`config.mk`:
```
export PLATFORM = sky130hd
export DESIGN_NAME = uart_tx_framed
export DESIGN_NICKNAME = d
export VERILOG_FILES = /design/src/rtl/uart_pkg.sv /design/src/rtl/sync_fifo.sv /design/src/rtl/uart_tx_framed.sv
export SDC_FILE = /design/constraint.sdc
export NUM_CORES = 1
export LEC_CHECK = 0
export BUFFER_PORTS_ARGS = -buffer_cell sky130_fd_sc_hd__buf_4
export CORE_MARGIN = 5
export CORE_UTILIZATION = 40
export DETAILED_ROUTE_END_ITERATION = 10
export PLACE_DENSITY_LB_ADDON = 0.15
export SLEW_MARGIN = 20
export SYNTH_ARGS = -nofsm -noshare
export SYNTH_HDL_FRONTEND = slang
export SYNTH_SLANG_ARGS = --single-unit
export TNS_END_PERCENT = 5
```
`constraint.sdc`:
```
create_clock -name i_clk -period 6.3 [get_ports i_clk]
set_input_delay 1.26 -clock i_clk [delete_from_list [all_inputs] [get_ports i_clk]]
set_output_delay 1.26 -clock i_clk [all_outputs]
set_load 0.005 [all_outputs]
```
`src/rtl/uart_pkg.sv`:
```
// Shared UART definitions: parity encodings, FSM state encoding and small helpers,
// kept here so the future receiver decodes frames exactly as the transmitter builds them.
package uart_pkg;

  localparam int PARITY_NONE = 0;
  localparam int PARITY_ODD  = 1;
  localparam int PARITY_EVEN = 2;

  typedef enum logic [2:0] {
    ST_IDLE,
    ST_START,
    ST_DATA,
    ST_PARITY,
    ST_STOP
  } uart_state_t;

  // Rounded clock cycles per line bit.
  function automatic int baud_div(input int clock_hz, input int baud_rate);
    return (clock_hz + baud_rate / 2) / baud_rate;
  endfunction

  // Odd mode makes data plus parity carry an odd count of ones; even mode an even count.
  function automatic logic parity_bit(input logic [8:0] data, input int mode);
    return (mode == PARITY_ODD) ? ~(^data) : (^data);
  endfunction

endpackage

```
`src/rtl/sync_fifo.sv`:
```
// Single-clock FIFO with an occupancy counter; writes when full and reads when empty are ignored.
module sync_fifo #(
  parameter int WIDTH = 8,
  parameter int DEPTH = 4
) (
  input  logic             i_clk,
  input  logic             i_reset,
  input  logic             i_write,
  input  logic [WIDTH-1:0] i_data,
  input  logic             i_read,
  output logic [WIDTH-1:0] o_data,
  output logic             o_empty,
  output logic             o_full
);

  localparam int AW = (DEPTH > 1) ? $clog2(DEPTH) : 1;

  logic [WIDTH-1:0] mem [DEPTH];
  logic [AW-1:0]    wr_ptr;
  logic [AW-1:0]    rd_ptr;
  logic [AW:0]      count;
  logic             do_write;
  logic             do_read;

  // A write arriving while full is dropped even if a read frees a slot in the same cycle.
  assign do_write = i_write && !o_full;
  assign do_read  = i_read && !o_empty;
  assign o_full   = (count == (AW+1)'(DEPTH));
  assign o_empty  = (count == '0);
  assign o_data   = mem[rd_ptr];

  always_ff @(posedge i_clk) begin
    if (i_reset) begin
      wr_ptr <= '0;
      rd_ptr <= '0;
      count  <= '0;
    end else begin
      if (do_write) begin
        mem[wr_ptr] <= i_data;
        wr_ptr      <= wr_ptr + 1'b1;
      end
      if (do_read) begin
        rd_ptr <= rd_ptr + 1'b1;
      end
      case ({do_write, do_read})
        2'b10:   count <= count + 1'b1;
        2'b01:   count <= count - 1'b1;
        default: count <= count;
      endcase
    end
  end

endmodule

```
`src/rtl/uart_tx_framed.sv`:
```
// Buffered UART transmitter: a small FIFO feeds a start/data/parity/stop framing FSM
// timed by a one-cycle baud enable derived from a reloadable down-counter.
module uart_tx_framed
  import uart_pkg::*;
#(
  parameter int CLOCK_HZ   = 16_000_000,
  parameter int BAUD_RATE  = 115200,
  parameter int DATA_BITS  = 8,
  parameter int PARITY     = 0,
  parameter int STOP_BITS  = 1,
  parameter int FIFO_DEPTH = 4
) (
  input  logic                 i_clk,
  input  logic                 i_reset,
  input  logic                 i_write,
  input  logic [DATA_BITS-1:0] i_data,
  output logic                 o_full,
  output logic                 o_busy,
  output logic                 o_uart_tx
);

  localparam int DIV = baud_div(CLOCK_HZ, BAUD_RATE);
  localparam int CW  = (DIV >= 2) ? $clog2(DIV) : 1;
  localparam logic [CW-1:0] DIV_LAST  = CW'(DIV - 1);
  localparam logic [3:0]    DATA_LAST = 4'(DATA_BITS - 1);
  localparam logic [3:0]    STOP_LAST = 4'(STOP_BITS - 1);

  if (DIV < 2) begin : g_div_check
    $error("uart_tx_framed: CLOCK_HZ/BAUD_RATE must give at least 2 cycles per bit");
  end
  if (DATA_BITS < 5 || DATA_BITS > 9) begin : g_data_check
    $error("uart_tx_framed: DATA_BITS must be 5..9");
  end
  if (PARITY < 0 || PARITY > 2) begin : g_parity_check
    $error("uart_tx_framed: PARITY must be 0, 1 or 2");
  end
  if (STOP_BITS < 1 || STOP_BITS > 2) begin : g_stop_check
    $error("uart_tx_framed: STOP_BITS must be 1 or 2");
  end
  if (FIFO_DEPTH < 2 || FIFO_DEPTH > 16 || (FIFO_DEPTH & (FIFO_DEPTH - 1)) != 0) begin : g_depth_check
    $error("uart_tx_framed: FIFO_DEPTH must be a power of two in 2..16");
  end

  uart_state_t          state;
  logic [CW-1:0]        baud_cnt;
  logic [3:0]           bit_cnt;
  logic [DATA_BITS-1:0] shifter;
  logic                 parity_q;
  logic                 tx_q;
  logic                 line_bit;
  logic                 bit_end;
  logic                 frame_done;
  logic                 pop;
  logic [DATA_BITS-1:0] fifo_data;
  logic                 fifo_empty;
  logic                 fifo_full;

  sync_fifo #(
    .WIDTH (DATA_BITS),
    .DEPTH (FIFO_DEPTH)
  ) u_fifo (
    .i_clk   (i_clk),
    .i_reset (i_reset),
    .i_write (i_write),
    .i_data  (i_data),
    .i_read  (pop),
    .o_data  (fifo_data),
    .o_empty (fifo_empty),
    .o_full  (fifo_full)
  );

  // Popping on the last stop-bit cycle lets the next start bit follow with no idle gap.
  assign bit_end    = (baud_cnt == '0);
  assign frame_done = (state == ST_STOP) && bit_end && (bit_cnt == STOP_LAST);
  assign pop        = !fifo_empty && ((state == ST_IDLE) || frame_done);

  always_comb begin
    line_bit = 1'b1;
    case (state)
      ST_START:  line_bit = 1'b0;
      ST_DATA:   line_bit = shifter[0];
      ST_PARITY: line_bit = parity_q;
      default:   line_bit = 1'b1;
    endcase
  end

  // The line register trails the state by one cycle, so every bit keeps its full DIV width.
  always_ff @(posedge i_clk) begin
    if (i_reset) begin
      state    <= ST_IDLE;
      baud_cnt <= '0;
      bit_cnt  <= '0;
      shifter  <= '0;
      parity_q <= 1'b0;
      tx_q     <= 1'b1;
    end else begin
      tx_q <= line_bit;
      if (pop) begin
        state    <= ST_START;
        shifter  <= fifo_data;
        parity_q <= parity_bit(9'(fifo_data), PARITY);
        baud_cnt <= DIV_LAST;
        bit_cnt  <= '0;
      end else if (state != ST_IDLE) begin
        if (!bit_end) begin
          baud_cnt <= baud_cnt - 1'b1;
        end else begin
          baud_cnt <= DIV_LAST;
          case (state)
            ST_START: begin
              state   <= ST_DATA;
              bit_cnt <= '0;
            end
            ST_DATA: begin
              shifter <= shifter >> 1;
              if (bit_cnt == DATA_LAST) begin
                bit_cnt <= '0;
                state   <= (PARITY != PARITY_NONE) ? ST_PARITY : ST_STOP;
              end else begin
                bit_cnt <= bit_cnt + 1'b1;
              end
            end
            ST_PARITY: begin
              state   <= ST_STOP;
              bit_cnt <= '0;
            end
            ST_STOP: begin
              if (bit_cnt == STOP_LAST) begin
                state    <= ST_IDLE;
                baud_cnt <= '0;
              end else begin
                bit_cnt <= bit_cnt + 1'b1;
              end
            end
            default: state <= ST_IDLE;
          endcase
        end
      end
    end
  end

  assign o_uart_tx = tx_q;
  assign o_full    = fifo_full;
  assign o_busy    = !fifo_empty || (state != ST_IDLE);

endmodule

```
==> out/results.tsv, run 1 <==
metric	value	unit
sequential share of power	0.406	
GRT overflow	0	
Synth top area share	0.325	
sequential share of the synthesized area	0.556	
hold depth	2	
Worst Hold Class	reg -> reg	
initial antenna violation count	0	
Setup crit end kind	flop	
Unique masters post-synth	42	
syn avg cell area	11.4	sq um
RSZ-0062 raised after global routing	no	
drt pass-1 iters	4	
Post-synth EDFFs	32	
post-route cell area	3310	sq um
CTS tree	done	
I/O Pins	14	
drt total wl	5.09	mm
Synth Flop Type	dfxtp_1	
vias in the first global route	1836	
starting utilization of the core area	0.409	
DR iter-0 viols	86	
top cells by area, synth	edfxtp_1 (33%), dfxtp_1 (23%), mux4_2 (6.1%)	
CTS Buf Count	9	
CP arrival	3540	ps
synth-to-layout area growth	12.2	%
HPWL Detailed	3.42	mm
Gate Count Post-Synth	258	
Yosys reg bits	66	
DR DRC count	0	
Peak VDD IR	0.213	mV
clock slew at reported path FFs	70	ps
Final Critical Period	3270	ps
Final ANT Viol Nets	0	
die height	95.9	um
sw frac	0.348	
CORE AREA	7210	sq um
Max Clk Rate	0.306	GHz
Placed Area	3120	sq um
cts hold-fix bufs	0	
P_int	0.955	mW
worst endpoint required time	6570	ps
post-synthesis async set-or-reset flop share	0	
CP Launch Type	flop	
first-pass GRT wire length	8.79	mm
Pwr Density	442	nW/um^2
layout cells sized above 1	0.167	
Slew Limit Fails	0	
Final nets	291	
WS Path Type	reg -> reg	
# setup viols final	0	
peak fanout along the critical path	6	
global placement routability congestion	0.798	
number of diodes	0	
Worst Skew	6.38	ps
via count	1848	
All-Layer GR Usage	0.129	
H-tree levels	3	
Num Clock Sinks	66	
die area	9200	sq um
Post-CTS Setup Inserts	0	
relative slew slack	0.582	
fill count	697	
post-synthesis net count	279	
Post-Syn Area	2950	sq um
deepest clock path buffer count	2	
final hold slack	474	ps
Reg2Reg Depth	12	
post-layout util	0.459	
# resized after CTS	0	
Yosys top cell by area	edfxtp_1	
Wirelength per Cell	13.6	um
setup total negative slack	0	ps
Gate power share	0.364	
clock share of power	0.230	
Synth warnings	0	
buffers added on ports	13	
commonest non-fill, non-tap cell in the layout	dfxtp_1	
commonest cells after routing, fill and taps aside	dfxtp_1 (34), edfxtp_1 (32), nor2_1 (26), a21oi_1 (20), buf_4 (14)	
via density per instance	4.94	
slew of the pin with the lowest slew margin	624	ps
crit share post-route	0.519	
switching pwr	0.510	mW
Worst-Skew Late Latency	340	ps
status	complete, no violations	
MaxCap Viol Count	0	
Final Hold Fails	0	
Pleak	1.19	nW
largest net degree at the start of global routing	26	
DIE WIDTH	95.9	um
Cell Rows	31	
clk root buf	clkbuf_8	
layout make-up:
type                       count  area (sq um)  share of cell area
clock buffer                  11           131              0.0397
clock inverter                 5          55.1              0.0166
inverter                      13          48.8              0.0147
multi-input combinational    166          1210               0.364
sequential                    66          1640               0.496
tap                           99           124              0.0374
timing repair buffer          14           105              0.0317
per-stage QoR:
stage / worst slack [ps] / std cells / total power, mW
after floorplan: 3350 / 258 / 1.03
after global placement: 3160 / 358 / 1.14
after detailed placement: 3040 / 358 / 1.14
after CTS: 3030 / 374 / 1.48
after global routing: 2720 / 374 / 1.59
final: 3030 / 374 / 1.46
cell families (layout without fill, tap and decap cells):
| family | after synthesis | after routing | share of synthesized area |
|---|---|---|---|
| buf+inv | 26 | 43 | 0.0373 |
| simple gates | 84 | 84 | 0.151 |
| xor+xnor | 14 | 14 | 0.0415 |
| mux | 15 | 15 | 0.0847 |
| compound gates | 43 | 43 | 0.0847 |
| flops | 66 | 66 | 0.556 |
| fa+ha+maj | 10 | 10 | 0.0449 |
path summary, 6_finish.rpt:
| check | startpoint | endpoint | slack [ps] |
|---|---|---|---|
| max | baud_cnt[0]$_SDFFE_PP0P_ | u_fifo.count[2]$_SDFFE_PP0P_ | 3030 |
| min | shifter[7]$_SDFFE_PP0P_ | shifter[7]$_SDFFE_PP0P_ | 470 |
| max reg2reg | baud_cnt[0]$_SDFFE_PP0P_ | u_fifo.count[2]$_SDFFE_PP0P_ | 3030 |
| min reg2reg | shifter[7]$_SDFFE_PP0P_ | shifter[7]$_SDFFE_PP0P_ | 470 |
power groups by stage:
stage                     Clock, mW  Combinational [mW]  Sequential (mW)
final                         0.337               0.533            0.594
after global routing          0.372               0.613            0.608
after CTS                     0.349               0.541            0.595
after detailed placement          0               0.537            0.604
after global placement            0               0.540            0.603
after floorplan                   0               0.462            0.568
per-layer routing:
layer	part of all wire	track usage	routed length (um)	up-vias
li1	-	-	-	952
met1	0.46	0.158	2360	866
met2	0.49	0.203	2470	23
met3	0.034	0.0477	174	7
met4	0.015	0.0569	76	0
met5	0	0	0	-
synth_stat cells, drive strengths merged (2+ instances only):
| cell type | n |
|---|---|
| nor4 | 4 |
| xor2 | 2 |
| or3b | 2 |
| nor2b | 2 |
| clkbuf | 7 |
| a21oi | 20 |
| buf | 6 |
| ha | 9 |
| nand2 | 12 |
| a31oi | 2 |
| and2 | 4 |
| xnor2 | 12 |
| nand3 | 7 |
| dfxtp | 34 |
| edfxtp | 32 |
| inv | 13 |
| nor3b | 2 |
| mux4 | 8 |
| or4 | 2 |
| o22ai | 2 |
| mux2i | 7 |
| or3 | 8 |
| nor3 | 3 |
| nor2 | 26 |
| a211oi | 8 |
| or2 | 4 |
| nand2b | 4 |
| o21ai | 8 |
state kept, by name (all words and copies together), names as in the netlist, 2 cells and up, named ones only:
name	count
bit_cnt	4
baud_cnt	8
u_fifo.mem	32
u_fifo.count	3
u_fifo.rd_ptr	2
state	3
u_fifo.wr_ptr	2
shifter	8
critical path, cell delays in order (launching register included):
cell and delay (ps):
dfxtp_1 340, inv_1 100, ha_1 150, or3b_2 480
nor4_1 550, o21ai_1 160, inv_1 200, ha_1 210
inv_1 60, fa_1 370, xor2_1 170, or3_1 300
a21oi_1 130
(Power assumes the default switching activity.)
==> inputs of run 2 (changes only) <==
==> constraint.sdc (replaced) <==
create_clock -name i_clk -period 3.04 [get_ports i_clk]
set_input_delay 0.608 -clock i_clk [delete_from_list [all_inputs] [get_ports i_clk]]
set_output_delay 0.608 -clock i_clk [all_outputs]
set_load 0.005 [all_outputs]
==> run 2 against run 1 <==
  * First-iteration DRC count shrank 9.3%
  * Highest routed layer unchanged
  * Largest power group is now combinational logic
  * Clock-buffer cell count shrank 2
  * Final cell count grew 1.3%
==> out/results.tsv, run 2 (synthesized netlist as in run 1, its figures left out) <==
metric	value	unit	change
status	complete, no violations		
Pwr Density	926	nW/um^2	+110%
Hold Crit Start	i_data[4]		
Slew Limit Fails	0		unchanged
DIE WIDTH	95.9	um	unchanged
Cell Rows	31		unchanged
commonest non-fill, non-tap cell in the layout	dfxtp_1		
post-layout util	0.464		+0.00451
Worst Hold Class	in -> reg		
CORE AREA	7210	sq um	unchanged
Worst Setup SP	baud_cnt[0]$_SDFFE_PP0P_		
worst setup margin	233	ps	-2800 ps
Max Clk Rate	0.356	GHz	+16%
P_int	1.98	mW	+110%
CP arrival	3070	ps	-470 ps
Top Registers	u_fifo.mem x32, baud_cnt x8, shifter x8		
CTS Buf Count	9		unchanged
via count	1869		+1.1%
GRT overflow	0		unchanged
Final Critical Period	2810	ps	-463 ps
Final ANT Viol Nets	0		unchanged
sequential share of power	0.393		-0.013
initial antenna violation count	0		unchanged
setup total negative slack	0	ps	unchanged
Pleak	1.21	nW	+1.5%
die height	95.9	um	unchanged
buffers added on ports	13		unchanged
sequential cell area	1640	sq um	unchanged
Peak VDD IR	0.341	mV	+60%
CP Launch Type	flop		
H-tree levels	3		unchanged
crit share post-route	0.923		+0.404
RSZ-0062 raised after global routing	no		
fill count	685		-1.7%
Final Hold Fails	0		unchanged
number of diodes	0		unchanged
global placement routability congestion	0.774		-2.9%
MaxCap Viol Count	0		unchanged
vias in the first global route	1878		+2.3%
Gate power share	0.402		+0.038
die area	9200	sq um	unchanged
sw frac	0.362		+0.0141
All-Layer GR Usage	0.125		-0.00375
largest register by flop count	u_fifo.mem		
DR iter-0 viols	78		-9.3%
deepest clock path buffer count	2		unchanged
switching pwr	1.12	mW	+120%
Pwr Total	3.10	mW	+110%
largest net degree at the start of global routing	26		unchanged
synth-to-layout area growth	13.3	%	
Final nets	296		+1.7%
DR DRC count	0		unchanged
worst endpoint required time	3310	ps	-3260 ps
Setup crit end kind	flop		
via density per instance	4.93		-0.20%
starting utilization of the core area	0.409		unchanged
clock slew at reported path FFs	70	ps	about the same
WS Path Type	reg -> reg		
relative slew slack	0.638		+0.0568
Worst-Skew Late Latency	330	ps	about the same
cts hold-fix bufs	0		unchanged
drt total wl	5.14	mm	+0.98%
layout cells sized above 1	0.182		+0.0149
Worst Skew	8.08	ps	+1.70 ps
slew of the pin with the lowest slew margin	542	ps	-82.5 ps
Num Clock Sinks	66		unchanged
commonest cells after routing, fill and taps aside	dfxtp_1 (34), edfxtp_1 (32), nor2_1 (26), a21oi_1 (20), buf_4 (19)		
clk root buf	clkbuf_8		
Wirelength per Cell	13.6	um	-0.35%
drt pass-1 iters	4		unchanged
max reg flops	32		unchanged
multi-input logic area	1220	sq um	+1.0%
HPWL Detailed	3.43	mm	+0.34%
CTS tree	done		
# setup viols final	0		unchanged
dpl ws	104	ps	-2930 ps
FF-to-FF Start	baud_cnt[0]$_SDFFE_PP0P_		
I/O Pins	14		unchanged
clock share of power	0.205		-0.025
peak fanout along the critical path	4		-2
first-pass GRT wire length	8.72	mm	-0.78%
-- run 2: cell count changes in the layout (fill, tap and decap cells not counted), sizes merged --
cell	change
clkinv	+2
clkbuf	-2
inv	+1
buf	+5
bufinv	-1
-- run 2: path summary, 6_finish.rpt --
kind                            depth (start not counted)  slack, ps                            to
worst max-delay path                                   12        230  u_fifo.count[2]$_SDFFE_PP0P_
worst min register to register                          2        480       shifter[7]$_SDFFE_PP0P_
worst min-delay path                                    1        470    u_fifo.mem[2][4]$_DFFE_PP_
worst max register to register                         12        230  u_fifo.count[2]$_SDFFE_PP0P_
-- run 2: repair_timing --
action                                 4_1_cts  5_1_grt
gates resized for setup                      0        3
endpoints found under the hold margin        0        0
setup endpoints to repair                    0        1
buffers inserted                             0        0
-- run 2: power by group through the flow --
stage	clock [mW]	sequential, mW	combinational [mW]
floorplan	0	1.18	0.957
global placement	0	1.24	1.21
detailed placement	0	1.23	1.20
CTS	0.657	1.22	1.21
global route	0.697	1.24	1.39
finish	0.636	1.22	1.25
-- run 2: layer usage --
| layer | up-vias | share of wire | track usage |
|---|---|---|---|
| met3 | 7 | 0.033 | 0.0352 |
| met2 | 29 | 0.47 | 0.200 |
| met1 | 872 | 0.48 | 0.155 |
| li1 | 961 | - | - |
| met5 | - | 0 | 0 |
| met4 | 0 | 0.019 | 0.0604 |
-- run 2: critical path, stage by stage, from the launching register on --
cell     delay, ps
dfxtp_1        330
inv_1          100
ha_1           160
or3b_4         410
nor4_4         300
o21ai_1        120
inv_1           90
ha_1           180
inv_1           60
fa_1           370
xor2_1         170
or3_1          300
a21oi_1        140
-- run 2: cell type report --
class / instances / share of cell area
clock buffers: 9 / 0.0370
flip-flops and latches: 66 / 0.491
well taps: 99 / 0.0370
repair buffers: 19 / 0.0426
inverters: 13 / 0.0146
multi-input cells: 166 / 0.364
clock inverters: 7 / 0.0135
-- run 2: metrics by stage --
step | cells | instance area [sq um] | hold WS (ps)
2_1_floorplan | 258 | 2950 | 448
5_1_grt | 379 | 3340 | 452
4_1_cts | 379 | 3330 | 456
3_3_place_gp | 363 | 3160 | 457
6_report | 379 | 3340 | 474
3_5_place_dp | 363 | 3160 | 472
==> inputs of run 3 (changes only) <==
--- a/config.mk
+++ b/config.mk
@@ -7,7 +7,7 @@
 export LEC_CHECK = 0
 export BUFFER_PORTS_ARGS = -buffer_cell sky130_fd_sc_hd__buf_4
 export CORE_MARGIN = 5
-export CORE_UTILIZATION = 40
+export CORE_UTILIZATION = 55
 export DETAILED_ROUTE_END_ITERATION = 10
 export PLACE_DENSITY_LB_ADDON = 0.15
 export SLEW_MARGIN = 20
==> run 3 against run 2 <==
  * Global-route usage grew 2.8 points
  * Combinational power is essentially flat
  * Utilization grew 18 points
  * Worst setup slack gained 46 ps
  * Sequential cell count is the same
  * Register-to-register slack gained 50 ps
  * Clock skew shrank 4.4 ps
  * Critical path depth is the same
  * Design area shrank 1.1%
  * Sequential share of layout area grew 0.56 points
==> out/results.tsv, run 3 (synthesized netlist as in run 1, its figures left out) <==
metric	value	unit	change
largest register by flop count	u_fifo.mem		
critical path's largest stage delay	410	ps	about the same
drt pass-1 iters	4		unchanged
via density per instance	5.41		+9.7%
DIE WIDTH	83.3	um	-13%
Final Hold Fails	0		unchanged
WP depth	12		unchanged
WS Path Type	reg -> reg		
Wirelength per Cell	13.9	um	+2.4%
peak fanout along the critical path	4		unchanged
layout cells sized above 1	0.181		-0.000648
Slew Limit Fails	0		unchanged
clk root buf	clkbuf_8		
Worst Skew	3.64	ps	-4.44 ps
CP Launch Type	flop		
grt met3 use	0.0446		+0.00937
first-pass GRT wire length	8.47	mm	-2.8%
crit path cell chain	inv_1 > ha_1 > or3b_4 > nor4_4 > o21ai_1 > inv_1 > ha_1 > inv_1 > fa_1 > xor2_1 > or3_1 > a21oi_1		
drt total wl	4.87	mm	-5.2%
CTS Buf Count	9		unchanged
CP arrival	3020	ps	-50 ps
Top Registers	u_fifo.mem x32, baud_cnt x8, shifter x8		
I/O Pins	14		unchanged
grt met2 use	0.259		+0.0584
Worst Hold Class	reg -> reg		
CTS tree	done		
setup total negative slack	0	ps	unchanged
initial antenna violation count	0		unchanged
All-Layer GR Usage	0.153		+0.0279
Setup crit end kind	flop		
crit share post-route	0.908		-0.0150
# setup viols final	0		unchanged
CORE AREA	5170	sq um	-28%
deepest clock path buffer count	2		unchanged
Reg2Reg Depth	12		unchanged
Worst Path Buf+Inv	3		unchanged
clock slew at reported path FFs	70	ps	about the same
worst endpoint required time	3300	ps	about the same
Final nets	297		+0.34%
starting utilization of the core area	0.571		+0.162
R2R Path End	u_fifo.count[2]$_SDFFE_PP0P_		
commonest cells after routing, fill and taps aside	dfxtp_1 (34), edfxtp_1 (32), nor2_1 (26), a21oi_1 (20), buf_4 (20)		
Most Frequent Cell on Critical Path	inv_1		
via count	1899		+1.6%
Final ANT Viol Nets	0		unchanged
FF-to-FF Start	baud_cnt[0]$_SDFFE_PP0P_		
vias in the first global route	1939		+3.2%
synth-to-layout area growth	12.0	%	
largest net degree at the start of global routing	26		unchanged
Num Clock Sinks	66		unchanged
Most Crowded Layer GR	met2		
HPWL Detailed	3.43	mm	about the same
die height	83.3	um	-13%
CP delay by family, top	simple AND/OR/NAND/NOR gates		
met1 global-route usage	0.179		+0.0235
H-tree levels	3		unchanged
Peak VDD IR	0.435	mV	+28%
slew of the pin with the lowest slew margin	538	ps	-4.10 ps
hold depth	2		+1
commonest non-fill, non-tap cell in the layout	dfxtp_1		
max reg flops	32		unchanged
RSZ-0062 raised after global routing	no		
die area	6930	sq um	-25%
Pwr Density	926	nW/um^2	about the same
GRT overflow	0		unchanged
crit path to	u_fifo.count[2]$_SDFFE_PP0P_		
relative slew slack	0.641		+0.00274
Max Clk Rate	0.362	GHz	+1.7%
MaxCap Viol Count	0		unchanged
Worst R2R Setup Slack	280	ps	+50 ps
number of diodes	0		unchanged
Cell Rows	26		-16%
status	complete, no violations		
slowest cell on the critical path	or3b_4		
Post-CTS Setup Inserts	0		unchanged
Pleak	1.21	nW	+0.18%
DR DRC count	0		unchanged
Final Critical Period	2760	ps	-45.7 ps
buffers added on ports	13		unchanged
Pwr Total	3.06	mW	-1.1%
global placement routability congestion	0.793		+2.5%
Worst Setup SP	baud_cnt[0]$_SDFFE_PP0P_		
DR iter-0 viols	116		+49%
Worst-Skew Late Latency	330	ps	about the same
[run 3: changes by cell type in the layout (fill, tap and decap cells not counted)]
cell,delta
clkinv_1,+1
clkinv_4,-1
clkinv_2,+1
buf_4,+1
inv_6,-1
[run 3: power breakdown]
group	switching, mW	total [mW]	internal (mW)	leakage, nW
combinational	0.656	1.25	0.597	0.563
clock	0.313	0.597	0.284	0.0775
sequential	0.121	1.21	1.09	0.570
[run 3: routing by layer]
metal,part of all wire,routed length (um)
met5,0,0
met4,0.013,61
met3,0.029,143
met2,0.49,2370
met1,0.47,2300
[run 3: repair_timing]
action | 4_1_cts | 5_1_grt
gates resized for setup | 0 | 3
hold buffers | 0 | 0
endpoints found under the setup margin | 0 | 1
[run 3: through the flow]
| stage | std cells | area (sq um) | setup WS, ps | hold slack (ps) | util |
|---|---|---|---|---|---|
| floorplan | 258 | 2950 | 86.1 | 448 | - |
| global placement | 335 | 3130 | 191 | 457 | 0.605 |
| finish | 351 | 3310 | 278 | 471 | 0.639 |
| CTS | 351 | 3290 | 63.9 | 461 | 0.636 |
| detailed placement | 335 | 3130 | 95.7 | 467 | 0.605 |
| global route | 351 | 3310 | 90.2 | 456 | 0.639 |
[run 3: area by class of cell]
class	count	area, sq um
clock buffers	9	124
clock inverters	7	36.3
fillers	398	1870
inverters	13	48.8
multi-input cells	166	1220
flip-flops and latches	66	1640
well taps	70	87.6
repair buffers	20	150
[run 3: worst reg2reg max path: cells and delay by family (launching register included)]
family	cells	cell delay [ps]
and+or+nand+nor	3	1000
adders and majority gates	3	700
AOI/OAI and AO/OA	2	270
xor gates and xnor gates	1	180
buffers and inverters	3	240
DFF	1	310
[run 3: how the worst min path moves through the flow]
stage	startpoint	end	slack, ps
2_1_floorplan	shifter[7]$_SDFFE_PP0P_	shifter[7]$_SDFFE_PP0P_	450
3_3_place_gp	shifter[7]$_SDFFE_PP0P_	shifter[7]$_SDFFE_PP0P_	460
3_5_place_dp	shifter[7]$_SDFFE_PP0P_	shifter[7]$_SDFFE_PP0P_	470
4_1_cts	i_data[4]	u_fifo.mem[3][4]$_DFFE_PP_	460
5_1_grt	i_data[6]	u_fifo.mem[3][6]$_DFFE_PP_	460
6_report	shifter[7]$_SDFFE_PP0P_	shifter[7]$_SDFFE_PP0P_	470
